**src/rtl/mipi_tx_pkg.sv**
```systemverilog
// MIPI TX line scheduler: shared package.
// Holds the scheduler FSM state type and the default geometry constants.
package mipi_tx_pkg;

  localparam int DEF_LINE_W   = 12;
  localparam int DEF_WORD_W   = 11;
  localparam int DEF_VACTIVE  = 2160;
  localparam int DEF_WORDS    = 810;
  localparam int DEF_RST_LINE = 6;

  typedef enum logic [2:0] {
    S_IDLE,
    S_WAIT_LINE,
    S_READ,
    S_STALL,
    S_LINE_END,
    S_FRAME_END
  } state_t;

endpackage

```
**src/rtl/mipi_tx_rstf_gen.sv**
```systemverilog
// MIPI TX FIFO reset generator: counts Hsyncs since Vsync and holds rstf
// low while the count equals the selected line.
// Ports: CLK_tx/RSTn clock and async reset; i_vsync/i_hsync sync pulses;
//        i_rst_line line index (already reflecting a same-cycle Vsync latch);
//        o_rstf registered active-low FIFO reset.
module mipi_tx_rstf_gen
  import mipi_tx_pkg::*;
#(
  parameter int LINE_W = DEF_LINE_W
) (
  input  logic              CLK_tx,
  input  logic              RSTn,
  input  logic              i_vsync,
  input  logic              i_hsync,
  input  logic [LINE_W-1:0] i_rst_line,
  output logic              o_rstf
);

  logic [LINE_W-1:0] r_hs_cnt;
  logic [LINE_W-1:0] w_hs_nxt;
  logic              r_rstf;

  always_comb begin
    w_hs_nxt = r_hs_cnt;
    if (i_vsync) begin
      w_hs_nxt = '0;
    end else if (i_hsync && (r_hs_cnt != '1)) begin
      w_hs_nxt = r_hs_cnt + LINE_W'(1);
    end
  end

  // rstf is derived from the next count so it lines up with hs_cnt.
  always_ff @(posedge CLK_tx or negedge RSTn) begin
    if (!RSTn) begin
      r_hs_cnt <= '0;
      r_rstf   <= 1'b0;
    end else begin
      r_hs_cnt <= w_hs_nxt;
      r_rstf   <= (w_hs_nxt != i_rst_line);
    end
  end

  assign o_rstf = r_rstf;

endmodule

```
**src/rtl/mipi_tx_line_sched.sv**
```systemverilog
// MIPI TX line scheduler: issues cfg_words FIFO reads per Hsync line for
// cfg_vactive lines per frame, with optional almost-empty stalls.
// Ports: CLK_tx/RSTn clock and async reset; Vsync/Hsync/frame_start timing;
//        cfg_* frame config (latched on Vsync); fifo_* channel flags;
//        fifo_readen/rstf FIFO controls; line_done/frame_done pulses;
//        underflow/line_overrun sticky error flags.
module mipi_tx_line_sched
  import mipi_tx_pkg::*;
#(
  parameter int LINE_W = DEF_LINE_W,
  parameter int WORD_W = DEF_WORD_W,
  parameter int NUM_CH = 1
) (
  input  logic              CLK_tx,
  input  logic              RSTn,
  input  logic              Vsync,
  input  logic              Hsync,
  input  logic              frame_start,
  input  logic [LINE_W-1:0] cfg_vactive,
  input  logic [WORD_W-1:0] cfg_words,
  input  logic [LINE_W-1:0] cfg_rst_line,
  input  logic              cfg_wait_ae,
  input  logic [NUM_CH-1:0] fifo_almostempty,
  input  logic [NUM_CH-1:0] fifo_empty,
  output logic              fifo_readen,
  output logic              rstf,
  output logic              line_done,
  output logic              frame_done,
  output logic              underflow,
  output logic              line_overrun
);

  localparam logic [LINE_W-1:0] L_ONE = LINE_W'(1);
  localparam logic [WORD_W-1:0] W_ONE = WORD_W'(1);

  state_t r_state;
  state_t w_nxt;
  state_t w_first;

  logic [LINE_W-1:0] r_vactive;
  logic [WORD_W-1:0] r_words;
  logic [LINE_W-1:0] r_rst_line;
  logic              r_wait_ae;

  logic [LINE_W-1:0] r_line_cnt;
  logic [LINE_W-1:0] w_line_nxt;
  logic [WORD_W-1:0] r_word_cnt;
  logic [WORD_W-1:0] w_word_nxt;

  logic r_readen;
  logic r_line_done;
  logic r_frame_done;
  logic r_underflow;
  logic r_overrun;

  logic              w_start;
  logic              w_stall;
  logic              w_last_word;
  logic              w_ovr_set;
  logic [LINE_W-1:0] w_rst_line_nxt;

  assign w_start     = Hsync && frame_start &&
                       (r_line_cnt < r_vactive);
  assign w_stall     = r_wait_ae && (|fifo_almostempty);
  assign w_last_word = (r_word_cnt == (r_words - W_ONE));
  // A zero-word line skips straight to its end-of-line pulse.
  assign w_first     = (r_words == '0) ? S_LINE_END : S_READ;

  always_comb begin
    w_nxt      = r_state;
    w_line_nxt = r_line_cnt;
    w_word_nxt = r_word_cnt;
    w_ovr_set  = 1'b0;
    if (Vsync) begin
      w_nxt      = S_WAIT_LINE;
      w_line_nxt = '0;
      w_word_nxt = '0;
    end else begin
      unique case (r_state)
        S_IDLE: w_nxt = S_IDLE;
        S_WAIT_LINE: begin
          if (w_start) begin
            w_nxt      = w_first;
            w_line_nxt = r_line_cnt + L_ONE;
            w_word_nxt = '0;
          end
        end
        S_READ, S_STALL: begin
          if (Hsync) begin
            // Early Hsync abandons the line and may start the next one.
            w_ovr_set = 1'b1;
            w_nxt     = S_WAIT_LINE;
            if (w_start) begin
              w_nxt      = w_first;
              w_line_nxt = r_line_cnt + L_ONE;
              w_word_nxt = '0;
            end
          end else begin
            if (r_state == S_READ) begin
              w_word_nxt = r_word_cnt + W_ONE;
            end
            if ((r_state == S_READ) && w_last_word) begin
              w_nxt = S_LINE_END;
            end else begin
              w_nxt = w_stall ? S_STALL : S_READ;
            end
          end
        end
        S_LINE_END: begin
          w_nxt = (r_line_cnt == r_vactive) ?
                  S_FRAME_END : S_WAIT_LINE;
        end
        S_FRAME_END: w_nxt = S_IDLE;
        default: w_nxt = S_IDLE;
      endcase
    end
  end

  always_ff @(posedge CLK_tx or negedge RSTn) begin
    if (!RSTn) begin
      r_vactive  <= LINE_W'(DEF_VACTIVE);
      r_words    <= WORD_W'(DEF_WORDS);
      r_rst_line <= LINE_W'(DEF_RST_LINE);
      r_wait_ae  <= 1'b0;
    end else if (Vsync) begin
      r_vactive  <= cfg_vactive;
      r_words    <= cfg_words;
      r_rst_line <= cfg_rst_line;
      r_wait_ae  <= cfg_wait_ae;
    end
  end

  // Outputs are registered from the next state so each one is high
  // exactly while the FSM sits in the matching state.
  always_ff @(posedge CLK_tx or negedge RSTn) begin
    if (!RSTn) begin
      r_state      <= S_IDLE;
      r_line_cnt   <= '0;
      r_word_cnt   <= '0;
      r_readen     <= 1'b0;
      r_line_done  <= 1'b0;
      r_frame_done <= 1'b0;
      r_underflow  <= 1'b0;
      r_overrun    <= 1'b0;
    end else begin
      r_state      <= w_nxt;
      r_line_cnt   <= w_line_nxt;
      r_word_cnt   <= w_word_nxt;
      r_readen     <= (w_nxt == S_READ);
      r_line_done  <= (w_nxt == S_LINE_END);
      r_frame_done <= (w_nxt == S_FRAME_END);
      if (Vsync) begin
        r_underflow <= 1'b0;
        r_overrun   <= 1'b0;
      end else begin
        if (r_readen && (|fifo_empty)) begin
          r_underflow <= 1'b1;
        end
        if (w_ovr_set) begin
          r_overrun <= 1'b1;
        end
      end
    end
  end

  assign w_rst_line_nxt = Vsync ? cfg_rst_line : r_rst_line;

  mipi_tx_rstf_gen #(
    .LINE_W(LINE_W)
  ) u_rstf_gen (
    .CLK_tx    (CLK_tx),
    .RSTn      (RSTn),
    .i_vsync   (Vsync),
    .i_hsync   (Hsync),
    .i_rst_line(w_rst_line_nxt),
    .o_rstf    (rstf)
  );

  assign fifo_readen  = r_readen;
  assign line_done    = r_line_done;
  assign frame_done   = r_frame_done;
  assign underflow    = r_underflow;
  assign line_overrun = r_overrun;

endmodule

```
**config.mk**
```make
export PLATFORM = sky130hd
export DESIGN_NAME = mipi_tx_line_sched
export DESIGN_NICKNAME = d
export VERILOG_FILES = /design/src/rtl/mipi_tx_pkg.sv /design/src/rtl/mipi_tx_rstf_gen.sv /design/src/rtl/mipi_tx_line_sched.sv
export SDC_FILE = /design/constraint.sdc
export NUM_CORES = 1
export LEC_CHECK = 0
export ABC_CLOCK_PERIOD_IN_PS = 6900
export BUFFER_PORTS_ARGS = -buffer_cell sky130_fd_sc_hd__buf_2
export CORE_MARGIN = 2
export CORE_UTILIZATION = 30
export DETAILED_ROUTE_END_ITERATION = 6
export MAX_ROUTING_LAYER = met4
export SYNTH_ARGS = -nofsm -noshare
export SYNTH_HDL_FRONTEND = slang
export SYNTH_SLANG_ARGS = --single-unit
```
**constraint.sdc**
```tcl
create_clock -name CLK_tx -period 6.9 [get_ports CLK_tx]
set_clock_uncertainty 0.1 [all_clocks]
set_input_delay 1.38 -clock CLK_tx [delete_from_list [all_inputs] [get_ports CLK_tx]]
set_output_delay 1.38 -clock CLK_tx [all_outputs]
set_load 0.05 [all_outputs]
```
==> load_flow_metrics.sql <==
INSERT INTO impl_metrics (metric_group, metric, value, unit) VALUES
('outcome', 'run_status', 'finished clean', ''),
('critical_path', 'timing.critical_path.max_delay_family', 'simple AND/OR/NAND/NOR gates', ''),
('critical_path', 'critPathMaxFanout', '13', ''),
('placement', 'placed_area', '4890', 'µm²'),
('synth', 'area_share_of_the_largest_cell_type_after_synthesis', '38.4', '%'),
('critical_path', 'worst_setup_path_end_kind', 'flip-flop', ''),
('timing', 'timing.final.hold_violations', '0', ''),
('synth', 'synth.mux.area_fraction', '8.52', '%'),
('floorplanning', 'chipHeight', '126', 'µm'),
('floorplanning', 'ioPinCount', '49', ''),
('flow_run', 'cap_violations', '0', ''),
('timing', 'finalSetupViolations', '0', ''),
('clock_tree', 'tritoncts.num_buffers', '9', ''),
('critical_path', 'arrival', '3400', 'ps'),
('floorplanning', 'die-width', '126', 'µm'),
('clock_tree', 'clk_sinks', '80', ''),
('synth', 'synth_simple_gate_area_share', '19.8', '%'),
('final_layout', 'nFillCells', '1447', ''),
('placement', 'detailed_place_hpwl', '6860', 'µm'),
('timing', 'fin_crit', '3290', 'ps'),
('route', 'drt_iter0_markers', '221', ''),
('route', 'drcViolationCount', '0', ''),
('critical_path', 'max_stage_delay', '520', 'ps'),
('synth', 'synth_compound_gate_area_share', '12.5', '%'),
('route', 'via_per_inst', '5.06', ''),
('synth', 'syn-mean-instance-area', '9.84', 'µm²'),
('synth', 'yosys_most_used_dff', 'sky130_fd_sc_hd__dfrtp_1', ''),
('critical_path', 'cp_num_buf_inv', '1', ''),
('global_route', 'grt_start_max_net_pins', '81', ''),
('timing', 'setup_total_negative_slack', '0', 'ps'),
('pwr', 'power_density_relative_to_cell_area', '222', 'nW/µm²'),
('synth', 'yosys.cell_count.top_type', 'sky130_fd_sc_hd__dfrtp_1', ''),
('synth', 'synth_top_area_cell', 'sky130_fd_sc_hd__dfrtp_1', ''),
('floorplanning', 'initial_utilization', '30.8', '%'),
('pwr', 'total_power', '1.15', 'mW'),
('synth', 'synth_top_cells_by_count', '69 x sky130_fd_sc_hd__dfrtp_1, 45 x sky130_fd_sc_hd__nor2_1, 40 x sky130_fd_sc_hd__nand2_1', ''),
('clock_tree', 'tritoncts', 'done', ''),
('clock_tree', 'cts_max_level', '3', ''),
('clock_tree', 'cts.hold.buffers_added', '0', ''),
('placement', 'place.port_buffers', '48', ''),
('final_layout', 'antenna_cells_inserted', '0', ''),
('critical_path', 'critical_path.most_common_cell', 'sky130_fd_sc_hd__nor2_1', ''),
('synth', 'synth_enable_flop_cells', '0', ''),
('critical_path', 'cp_cell_sequence', 'buf_2 > nand4_1 > a2111o_1 > nor2_1 > xnor2_1 > xor2_1 > nor2_1 > or4_1', ''),
('synth', 'synth_cell_type_count', '57', ''),
('clock_tree', 'post_cts.resized_instances', '0', ''),
('clock_tree', 'cts_setup_buffers', '0', ''),
('global_route', 'grt_pass1_wl', '16500', 'µm'),
('timing', 'max_freq', '304', 'MHz'),
('route', 'ant_nets', '0', ''),
('synth', 'synth_xor_area_share', '6.43', '%'),
('synth', 'syn_nets', '516', ''),
('floorplanning', 'die-area', '16000', 'µm²'),
('final_layout', 'multi_input_area', '2320', 'µm²'),
('timing', 'timing.final.crit_share', '47.7', '%'),
('synth', 'synthAdderAreaFrac', '4.45', '%'),
('timing', 'report.final.slew_viol_count', '0', ''),
('route', 'first_pass_iters', '4', ''),
('final_layout', 'flow.area_growth_from_synthesis', '15.9', '%'),
('pwr', 'power.ir.vdd_worst', '0.0859', 'mV'),
('clock_tree', 'path_clk_slew', '60', 'ps'),
('timing', 'timing.max_slew.rel_slack', '30.9', '%'),
('route', 'avgRoutedWirePerCell', '14.2', 'µm'),
('synth', 'synth.yosys.seq_area_share', '44.8', '%'),
('critical_path', 'cp_data_required_time', '7010', 'ps'),
('route', 'route.vias.total', '3469', ''),
('global_route', 'via_count_of_the_first_global_routing_pass', '3532', ''),
('clock_tree', 'cts_root_buffer', 'sky130_fd_sc_hd__clkbuf_16', ''),
('route', 'total_routed_length', '9720', 'µm'),
('clock_tree', 'cts_max_path_buffers', '2', ''),
('placement', 'place_worst_setup_slack', '3260', 'ps');
[power breakdown]
group          internal (mW)  switching, mW
clock network          0.316          0.192
registers              0.498         0.0194
logic                 0.0559         0.0733
[worst reg2reg max path, delay by kind of cell, from the launching register on]
kind,cells,cell delay [ps]
buffers and inverters,1,90
flip-flops,1,410
adder cells (fa/ha/maj),1,180
AND/OR/NAND/NOR,4,1130
AO/OA/AOI/OAI,3,950
[final cells by class]
cell class,instances,share of cell area [%]
clock buffers,10,4.40
clock inverters,6,1.63
inverters,19,1.37
multi-input cells,338,44.6
flip-flops and latches,80,38.7
well taps,184,4.42
repair buffers,49,4.85
[cells in the final DEF (no fill, tap or decap), types with 4 or more instances in the layout]
cell and instances:
sky130_fd_sc_hd__a211oi_1 4, sky130_fd_sc_hd__mux2_2 26, sky130_fd_sc_hd__a21oi_1 20, sky130_fd_sc_hd__ha_1 16, sky130_fd_sc_hd__nand2b_1 6, sky130_fd_sc_hd__nand2_1 40, sky130_fd_sc_hd__a31oi_1 6, sky130_fd_sc_hd__mux2i_1 9
sky130_fd_sc_hd__nand3_1 11, sky130_fd_sc_hd__xor2_1 8, sky130_fd_sc_hd__xnor2_1 25, sky130_fd_sc_hd__dfstp_2 11, sky130_fd_sc_hd__clkbuf_16 9, sky130_fd_sc_hd__a21o_1 4, sky130_fd_sc_hd__nor4_1 4, sky130_fd_sc_hd__nor2b_1 4
sky130_fd_sc_hd__or3_1 8, sky130_fd_sc_hd__and3_1 11, sky130_fd_sc_hd__nor2_1 45, sky130_fd_sc_hd__dfrtp_1 69, sky130_fd_sc_hd__o21ai_0 28, sky130_fd_sc_hd__nor3_1 10, sky130_fd_sc_hd__buf_2 46, sky130_fd_sc_hd__inv_1 19
sky130_fd_sc_hd__nand4_1 12
[sequential cells by signal, summed over array words and instances, names as in the netlist]
name,flops
r_word_cnt,11
r_vactive,12
line_done,1
r_words,11
u_rstf_gen.o_rstf,1
r_state,3
frame_done,1
u_rstf_gen.r_hs_cnt,12
r_rst_line,12
fifo_readen,1
line_overrun,1
r_wait_ae,1
r_line_cnt,12
underflow,1
[stage by stage]
stage / std cells / hold slack (ps) / utilization, %
2_1_floorplan: 457 / 365 / -
3_3_place_gp: 670 / 386 / 33.6
3_5_place_dp: 670 / 389 / 33.6
4_1_cts: 686 / 405 / 35.7
5_1_grt: 686 / 424 / 35.7
6_report: 686 / 399 / 35.7
[cells by family (layout without fill, tap and decap cells)]
| group | Yosys count | in the layout |
|---|---|---|
| AOI/OAI and AO/OA | 83 | 83 |
| xor gates and xnor gates | 33 | 33 |
| adders and majority gates | 16 | 16 |
| buffers and inverters | 39 | 84 |
| DFF | 80 | 80 |
| muxes | 35 | 35 |
| and+or+nand+nor | 171 | 171 |
[metal layers]
metal,vias up,global-route usage (%),share of wire (%)
li1,1707,-,-
met1,1694,15.8,46
met2,55,21.3,49
met3,13,3.29,3.4
met4,0,4.46,1.6
met5,-,-,0
[final timing paths]
kind	start	endpoint	slack [ps]	cells after the start
worst max-delay path	Hsync	u_rstf_gen.o_rstf	3610	8
worst min-delay path	underflow	underflow	400	2
worst max register to register	r_words[0]	r_state[0]	3910	9
worst min register to register	underflow	underflow	400	2
max in group asynchronous	RSTn	r_rst_line[7]	4900	1
min in group asynchronous	RSTn	r_rst_line[8]	1110	1
Note: power is estimated with default switching activity, not from simulation.
